File: src/rtl/data_memory_block.sv
// Word-organised 64 x 32-bit data memory behind the data cache. Every block
// read or write stalls the requester for a fixed LATENCY of busy cycles.
module data_memory_block #(
   parameter int unsigned LATENCY = 5
) (
   input  logic        clock,
   input  logic        reset,
   input  logic        mem_read,
   input  logic        mem_write,
   input  logic [5:0]  mem_address,
   input  logic [31:0] mem_writedata,
   output logic [31:0] mem_readdata,
   output logic        mem_busywait
);

   typedef enum logic [1:0] {IDLE, BUSY, DONE} state_t;

   localparam logic [3:0] COUNT_LOAD = 4'(LATENCY - 1);

   state_t      state;
   state_t      next_state;
   logic [3:0]  counter;
   logic [5:0]  addr_q;
   logic [31:0] wdata_q;
   logic        op_write;
   logic [31:0] mem [64];

   logic request;
   assign request = mem_read | mem_write;

   // NOTE: registers take non-blocking assignments so every flop samples
   // pre-edge values, independent of the order the processes are evaluated.
   always_ff @(posedge clock or negedge reset) begin
      if (!reset) state <= IDLE;
      else        state <= next_state;
   end

   // NOTE: next_state gets a default before the case so no path infers a latch.
   always_comb begin
      next_state = state;
      unique case (state)
         IDLE:    if (request) next_state = BUSY;
         BUSY:    if (counter == 4'd0) next_state = DONE;
         DONE:    next_state = IDLE;
         default: next_state = IDLE;
      endcase
   end

   always_comb begin
      mem_busywait = 1'b0;
      unique case (state)
         IDLE:    mem_busywait = request;
         BUSY:    mem_busywait = 1'b1;
         default: mem_busywait = 1'b0;
      endcase
   end

   // NOTE: the array sits on the async reset because it must power up as all
   // zeros; that forces flops rather than a RAM macro.
   always_ff @(posedge clock or negedge reset) begin
      if (!reset) begin
         counter      <= '0;
         addr_q       <= '0;
         wdata_q      <= '0;
         op_write     <= 1'b0;
         mem_readdata <= '0;
         for (int i = 0; i < 64; i++) mem[i] <= '0;
      end else begin
         unique case (state)
            IDLE: begin
               if (request) begin
                  addr_q   <= mem_address;
                  wdata_q  <= mem_writedata;
                  op_write <= mem_write;
                  counter  <= COUNT_LOAD;
               end
            end
            BUSY: begin
               if (counter != 4'd0) begin
                  counter <= counter - 4'd1;
               end else if (op_write) begin
                  mem[addr_q] <= wdata_q;
               end else begin
                  mem_readdata <= mem[addr_q];
               end
            end
            default: ;
         endcase
      end
   end

endmodule

File: config.mk
export PLATFORM = sky130hd
export DESIGN_NAME = data_memory_block
export DESIGN_NICKNAME = d
export VERILOG_FILES = /design/src/rtl/data_memory_block.sv
export SDC_FILE = /design/constraint.sdc
export NUM_CORES = 2
export LEC_CHECK = 0
export CAP_MARGIN = 20
export CORE_AREA = 2 2 466 468
export CTS_BUF_LIST = sky130_fd_sc_hd__clkbuf_8 sky130_fd_sc_hd__clkbuf_16
export CTS_CLUSTER_DIAMETER = 150
export CTS_CLUSTER_SIZE = 40
export DETAILED_ROUTE_END_ITERATION = 6
export DIE_AREA = 0 0 468 470
export SYNTH_ARGS = -nofsm -noshare
export SYNTH_HDL_FRONTEND = slang
export SYNTH_SLANG_ARGS = --single-unit
File: constraint.sdc
create_clock -name clock -period 2.9 [get_ports clock]
set_input_delay 0.58 -clock clock [delete_from_list [all_inputs] [get_ports clock]]
set_output_delay 0.58 -clock clock [all_outputs]
set_load 0.02 [all_outputs]
-- Yosys cells after proc, flatten, opt, wreduce, memory -nomap -nowiden
Cells that the tools add are included.
- flip-flop bits (word level): 2125
- output and inout port bits: 33
- word-level logic and storage cells: 104
- input port bits: 42
- $add $sub $neg: 1
- reduce and logical (&&, ||, !) cells: 10
- bitwise operators: 4
- $lt $le $gt $ge: 2
- equality and inequality tests: 4
- mux-type cells: 13
- operators by type and width (cell ; count):
    $bwmux 2048 ; 1
    $bmux 32 s6 ; 1
    $demux 32 s6 ; 1
    $mux 32 ; 3
    $reduce_and 3->1 ; 3
    $mux 4 ; 2
    $pmux 4 s2 ; 1
    $ge 7x7->1 const B ; 1
    $lt 7x1->1 const B ; 1
    $not 6->7 ; 1
    $ne 2x2->1 const B ; 3
    $logic_not 4->1 ; 1
    $mux 2 ; 2
    $pmux 2 s2 ; 1
    $reduce_and 2->1 ; 2
    $reduce_bool 4->1 ; 1
    $sub 4x1->4 const B ; 1
    $eq 2x1->1 const B ; 1
    $logic_not 2->1 ; 1
    $not 1->1 ; 2
    $pmux 1 s2 ; 1
    $reduce_bool 2->1 ; 1
    $logic_and 1x1->1 ; 1
    $or 1x1->1 ; 1

-- Longest topological paths before layout
- depth in word-level cells: 6
- mapped depth: 12
- depth with buffers taken out: 8

-- Least setup slack after synthesis
Ideal clock, no wire load.
- path type: reg-to-reg
- start: register counter[0]
- end: register mem[1793] (netlist name)
- cell stages (with the launch flop): 11
- data arrival time: 2098 ps
- clock period less this slack: 2223 ps
- library setup time: 125 ps
- slack: 677 ps
- data required time: 2775 ps
- buffers on the path: 2
- path through: dfrtp_1 -> inv_1 -> ha_1 -> nand3b_4 -> nor3_2 -> and2_1 -> buf_6 -> nand2_2 -> nor2_2 -> buf_2 -> mux2_2
- longest elaborated chain between the ends: 3
- RTL lines (item ; RTL line ; RTL):
    from (decl) ; 22 ; logic [3:0] counter;
    from (signal assigned) ; 80 ; counter <= counter - 4'd1;
    $reduce_bool 4->1 ; 79 ; if (counter != 4'd0) begin
    $not 1->1 (no source line) ; - ;
    $reduce_and 3->1 (no source line) ; - ;
    to (signal, indexed assignment) ; 82 ; mem[addr_q] <= wdata_q;
    to (decl) ; 26 ; logic [31:0] mem [64];
Every way passes these cells.
A chain may end at the register's enable or synchronous reset.

-- Worst setup path after layout
- start: register addr_q[0]
- end: register mem_readdata[22]
- longest elaborated chain between the ends: 4
- RTL lines (item ; RTL line ; RTL):
    from (decl) ; 23 ; logic [5:0] addr_q;
    from (signal assigned) ; 72 ; addr_q <= mem_address;
    $not 6->7 (implied by the code) ; 84 ; mem_readdata <= mem[addr_q];
    $bmux 32 s6 ; 84 ;
    $mux 32 (implied by the code) (2 in series) ; 84 ;
    to (signal assigned) ; 84 ;
    to (decl) ; 12 ; output logic [31:0] mem_readdata,
Every way passes these cells. The select of a mux whose other input is x is not followed.

==> summary.md <==
| Metric | Value |
|---|---|
| Hold Path Class | in2reg |
| Final setup fails | 0 |
| Core footprint | 215700 µm² |
| Largest net degree at the start of global routing | 141 |
| Worst slew pin tran | 1085 ps |
| Post-DP HPWL | 201200 µm |
| Max-Cap Viols | 0 |
| Req. time, crit path | 3600 ps |
| Crit-path max FO | 31 |
| Placed Instance Area | 104300 µm² |
| Final wirelength | 313600 µm |
| ANT nets after route | 0 |
| Global placement routability congestion | 0.8357 |
| Synth Cell Area | 96070 µm² |
| Setup TNS | 0 ps |
| Root Driver | clkbuf_16 |
| Syn nets | 6853 |
| Period Utilization, post-route | 0.9838 |
| Width of the die | 468 µm |
| Vias/cell | 6.292 |
| Distinct cell type count after synthesis | 70 |
| Layout area overhead | 10.53% |
| Worst Skew | 77.52 ps |
| Pwr dens | 753.0 nW/µm² |
| Buffers on Ports | 74 |
| Synth Register Bits | 2125 |
| Max-slew violations | 0 |
| Gr usage total | 0.2834 |
| Status | finished, final reports clean |
| Routed wire per std cell | 32.39 µm |
| Dominant cells by area after synthesis | dfrtp_1, mux2_2, mux2i_1 |
| Fmax | 0.3505 GHz |
| Final Worst Setup Slack | 46.94 ps |
| Cell row count | 171 |
| Seq/Total Area, Yosys | 0.5535 |
| Post-synth EDFFs | 0 |
| Final Hold Vio Count | 0 |
| Main synth FF type | dfrtp_1 |
| Drt pass-1 iters | 7 |
| Die Ht | 470 µm |
| Vias | 60910 |
| Synth warn | 0 |
| Crit path time final | 2853 ps |
| Final hold slack | 258.6 ps |
| Fraction of layout cells with a size suffix above 1 | 0.4198 |
| CTS tree | yes |
| CTS Buf Count | 60 |
| Post-synth top area share | 0.5535 |
| DRC | 0 |
| CP Launch Type | register |
| Post-synthesis area per instance | 14.11 µm² |
| VDD IR-drop max | 0.8213 mV |
| Crit. End Element | register |
| Deepest level of the CTS H-tree | 2 |
| Initial Utilization | 0.4454 |
| Sink Count | 2125 |
| Pleak | 50.33 nW |
| Congestion Overflow GR | 0 |
| Iter 0 DRT Violations | 5926 |
| Cells after synthesis | 6810 |
| Relative slew slack | 0.2740 |
| Clk buf depth | 3 |
| Crit path arrival time | 3550 ps |
| Clk slew on worst S/H paths | 150 ps |
| Initial antenna violation count | 16 |
| Place WS | -565.7 ps |
| Fraction of registers with async set/reset | 1.000 |
| Nets | 6850 |
| RSZ-0062 raised after global routing | true |
| Final instance area | 106200 µm² |
| Dominant cell type by area after synthesis | dfrtp_1 |
| Worst-Skew Late Latency | 820 ps |
| Reg2Reg Setup Slack | 50 ps |
| Crit path kind | reg2reg |
| First-pass GRT wire length | 456700 µm |
| DIE AREA | 220000 µm² |
| IO Count | 75 |
| Vias in the first global route | 62170 |
[registers in the layout, indices dropped and copies added (netlist names)]
| register | cells |
|---|---|
| mem | 2048 |
| addr_q | 6 |
| counter | 4 |
| op_write | 1 |
| mem_readdata | 32 |
| state | 2 |
| wdata_q | 32 |
[worst paths after layout]
check	from	to	cells after the start
setup / recovery	addr_q[0]	mem_readdata[22]	6
hold / removal	mem_writedata[31]	wdata_q[31]	3
setup reg to reg	addr_q[0]	mem_readdata[22]	6
hold reg to reg	wdata_q[29]	wdata_q[29]	2
max in group asynchronous	reset	mem[1264]	3
min in group asynchronous	reset	mem[512]	2
[synth_stat cells, drive strengths merged, types with 3 or more instances]
master / number
a2111oi: 3
a211o: 3
a211oi: 17
a21oi: 82
a221o: 3
a221oi: 245
a222oi: 5
a22o: 16
a22oi: 160
a31oi: 27
a32oi: 8
a41oi: 6
and2: 7
and3: 8
buf: 379
clkbuf: 325
dfrtp: 2125
inv: 7
mux2: 2098
mux2i: 379
mux4: 158
nand2: 179
nand2b: 5
nand3: 58
nand4: 14
nor2: 201
nor2b: 8
nor3: 9
nor3b: 5
nor4: 4
o2111ai: 6
o211ai: 9
o21ai: 110
o221ai: 7
o22a: 9
o22ai: 81
o2bb2ai: 3
o32a: 17
or2: 4
[cell usage in the layout (no fill, tap or decap), types with 12 or more instances in the layout]
cell type and instances:
nor2_4 68, mux2i_1 379, nor2_1 132, a21oi_1 81
clkbuf_16 61, clkdlybuf4s50_1 73, a211oi_1 16, buf_12 213
buf_4 343, a22o_1 16, nand2_1 167, inv_1 16
a31oi_1 27, a221oi_1 245, mux2_1 177, dfrtp_2 33
o21ai_1 12, o32a_1 17, dfrtp_1 2089, a22oi_1 160
o21ai_0 94, mux4_2 158, mux2_2 1921, nand3_1 58
o22ai_1 81, nand4_1 14
[critical path, cell delays in order (launching register included)]
cell     delay, ps
dfrtp_4        530
buf_12         190
buf_12         260
mux4_2         580
a21oi_1        570
nand4_1        180
o32a_1         380
[per-stage QoR]
| stage | total power [mW] | util | std cells |
|---|---|---|---|
| 2_1_floorplan | 51.20 | - | 6810 |
| 3_3_place_gp | 66.28 | 0.4835 | 9583 |
| 3_5_place_dp | 66.73 | 0.4835 | 9583 |
| 4_1_cts | 79.59 | 0.4915 | 9663 |
| 5_1_grt | 82.83 | 0.4923 | 9677 |
| 6_report | 79.96 | 0.4923 | 9680 |
[area by class of cell]
cell class	count	area, µm²
Tap cell	2854	3571
Multi-Input combinational cell	3975	39960
Clock inverter	16	135.1
Clock buffer	61	1526
Sequential cell	2125	53230
Fill cell	18670	109500
Antenna cell	4	10.01
Inverter	7	33.78
Timing Repair Buffer	638	7719
[power by group]
group	total, mW	switching, mW	internal (mW)	leakage (nW)
logic	30.6	19.5	11.2	20.0
registers	36.3	3.95	32.4	29.5
clock network	13.0	9.11	3.89	0.849
[timing repair]
item	CTS	global route
hold endpoints to repair	138	0
gates resized for setup	19	13
setup buffers	1	11
hold buffers	1	0
endpoints found under the setup margin	11	41
pin swaps	2	1
cloned	1	0
[logic make-up after synthesis]
family	synth area share
muxes	0.3225
DFF	0.5535
and+or+nand+nor	0.02514
buffers and inverters	0.03588
adders and majority gates	0.0001302
xor gates and xnor gates	0.00009119
AOI/OAI and AO/OA	0.06276
[per-layer routing]
layer  part of all wire  vias to the layer above  global-route usage
met5           0.000022                        -                   0
met4              0.031                        2             0.07794
met3              0.064                      416             0.04227
met2               0.46                     1961              0.4422
met1               0.45                    33640              0.4121
li1                   -                    24890                   -
No activity file was read; power rests on OpenSTA's default activity.
==> variant (same flow settings) <==
Reset style: synchronous (`reset`), changed in 2 clocked blocks. Comments in the files are not updated.
--- a/src/rtl/data_memory_block.sv
+++ b/src/rtl/data_memory_block.sv
@@ -30,7 +30,7 @@
 
    // NOTE: registers take non-blocking assignments so every flop samples
    // pre-edge values, independent of the order the processes are evaluated.
-   always_ff @(posedge clock or negedge reset) begin
+   always_ff @(posedge clock) begin
       if (!reset) state <= IDLE;
       else        state <= next_state;
    end
@@ -57,7 +57,7 @@
 
    // NOTE: the array sits on the async reset because it must power up as all
    // zeros; that forces flops rather than a RAM macro.
-   always_ff @(posedge clock or negedge reset) begin
+   always_ff @(posedge clock) begin
       if (!reset) begin
          counter      <= '0;
          addr_q       <= '0;
Function: not settled (the Yosys comparison gave no result); the edit may change what the design does.
==> variant against the unedited design <==
The flow now finishes with violations (design-rule violations, negative setup slack); sequential cell count unchanged; routed wire length increased by 13%; via count grew 3.3%; design area is 2.7% higher; setup slack lost 0.17 ns; first-iteration DRC count increased by 58%; synthesized area is 0.21% higher; largest cell class unchanged; highest routed layer unchanged.
Power is not compared: it rests on default switching activity, and its combinational part moved more than twofold at a synthesized area within 25%.
==> variant: results (changes against the unedited design) <==
.. list-table::
   :header-rows: 1

   * - Metric
     - Value
   * - DR vias
     - 62900 (+3.3%)
   * - Setup-failing EPs final
     - 9 (+9)
   * - Worst Setup SP
     - addr_q[2]
   * - Vias in the first global route
     - 59900 (-3.7%)
   * - Result of the run
     - finished, violations left
   * - Number of buffers inserted by hold repair at cts
     - 0 (-1)
   * - DRC violation count after routing
     - 10 (+10)
   * - Placed Instances
     - 9974 (+4.1%)
   * - Clock Pin Slew Worst Setup and Hold Paths
     - 0.17 ns (+0.02 ns)
   * - Via/cell ratio
     - 6.22 (-1.2%)
   * - Post-route setup slack
     - -0.127 ns (-0.174 ns)
   * - Final net count
     - 7240 (+5.7%)
   * - Final Routed Wirelength
     - 355 mm (+13%)
   * - Netlist cell types
     - 82 (+17%)
   * - DP Wirelength
     - 233 mm (+16%)
   * - Number of violations reported at the end of detailed-routing iteration 0
     - 9364 (+58%)
   * - Post-Synthesis Net Count
     - 7073 (+3.2%)
   * - Worst path arrival time
     - 3.81 ns (+0.26 ns)
   * - Worst-Skew Late Latency
     - 0.86 ns (+0.04 ns)
   * - Total global routing track utilization
     - 0.318 (+0.0347)
   * - Failing checks
     - design-rule violations, negative setup slack
   * - Proportion of synthesized flip-flops having asynchronous set or reset
     - 0 (-1.00)
   * - Number of synthesized flops with an enable pin
     - 2048 (+2048)
   * - Register area share after synthesis
     - 0.655 (+0.101)
   * - Critical R2R Capture
     - mem_readdata[21]
   * - Summed negative setup slack over all endpoints
     - -0.448 ns (-0.448 ns)
   * - Synth top area cells
     - sky130_fd_sc_hd__edfxtp_1 (64%), sky130_fd_sc_hd__and2_1 (13%), sky130_fd_sc_hd__mux2i_1 (3.4%)
   * - Mean instance size in the synthesized netlist
     - 13.7 um2 (-2.9%)
   * - Peak fanout along the critical path
     - 24 (-23%)
[variant: report_power, final]
part	switching, mW	internal [mW]	total (mW)	leakage [nW]
Sequential	1.01	34.6	35.6	21.8
Combinational	7.25	3.78	11.0	15.9
Clock	9.26	3.84	13.1	1.02
[variant: cell type report]
type	instances	area (um2)
Inverter	5	28.8
Clock buffer	60	1490
Clock inverter	52	236
Tap cell	2854	3570
Timing Repair Buffer	859	9610
Fill cell	18300	107000
Multi-Input combinational cell	4147	31000
Sequential cell	2125	63100
Antenna cell	19	47.5
[variant: kinds of logic after synthesis]
logic type | share of synthesized area
muxes | 0.0745
AOI/OAI and AO/OA | 0.0830
xor gates and xnor gates | 0.000182
adders and majority gates | 0.000130
buffers and inverters | 0.0347
and+or+nand+nor | 0.153
DFF | 0.655
[variant: critical path, stage by stage (launching register included)]
cell                        delay, ns
sky130_fd_sc_hd__dfxtp_4         0.39
sky130_fd_sc_hd__buf_4           0.18
sky130_fd_sc_hd__buf_4           0.17
sky130_fd_sc_hd__and2_4          0.19
sky130_fd_sc_hd__buf_12          0.19
sky130_fd_sc_hd__a221oi_1        0.57
sky130_fd_sc_hd__nor2_1          0.11
sky130_fd_sc_hd__o21ai_1         0.39
sky130_fd_sc_hd__buf_4           0.20
sky130_fd_sc_hd__o2111ai_1       0.12
sky130_fd_sc_hd__buf_4           0.16
sky130_fd_sc_hd__o221a_2         0.22
[variant: worst min path at each step]
stage | start | endpoint | slack [ns] | depth (start not counted)
after floorplan | op_write | op_write | 0.47 | 2
after global placement | wdata_q[6] | wdata_q[6] | 0.52 | 2
after detailed placement | wdata_q[6] | wdata_q[6] | 0.52 | 2
after CTS | reset | state[1] | 0.07 | 2
after global routing | reset | state[1] | 0.1 | 2
final | reset | state[1] | 0.13 | 2
[variant: what timing repair did]
item,CTS,global route
pin swaps,1,6
setup endpoints to repair,25,43
buffers inserted,6,9
resized for setup,30,17
gates cloned,1,0
[variant: per-stage QoR]
| stage | setup slack [ns] | cell area, um2 | hold WS [ns] |
|---|---|---|---|
| after detailed placement | -0.335 | 107000 | 0.521 |
| after global placement | -0.379 | 107000 | 0.524 |
| after CTS | 0.00130 | 109000 | 0.0747 |
| after global routing | -0.000247 | 109000 | 0.0959 |
| final | -0.127 | 109000 | 0.126 |
| after floorplan | -0.483 | 96300 | 0.472 |
[variant: routing by layer]
layer  track usage  wire length [um]  vias up
li1              -                 -    26000
met2         0.479            158000     3781
met1         0.434            136000    32500
met3        0.0675             38100      632
met4         0.164             21900       10
met5             0                63        -
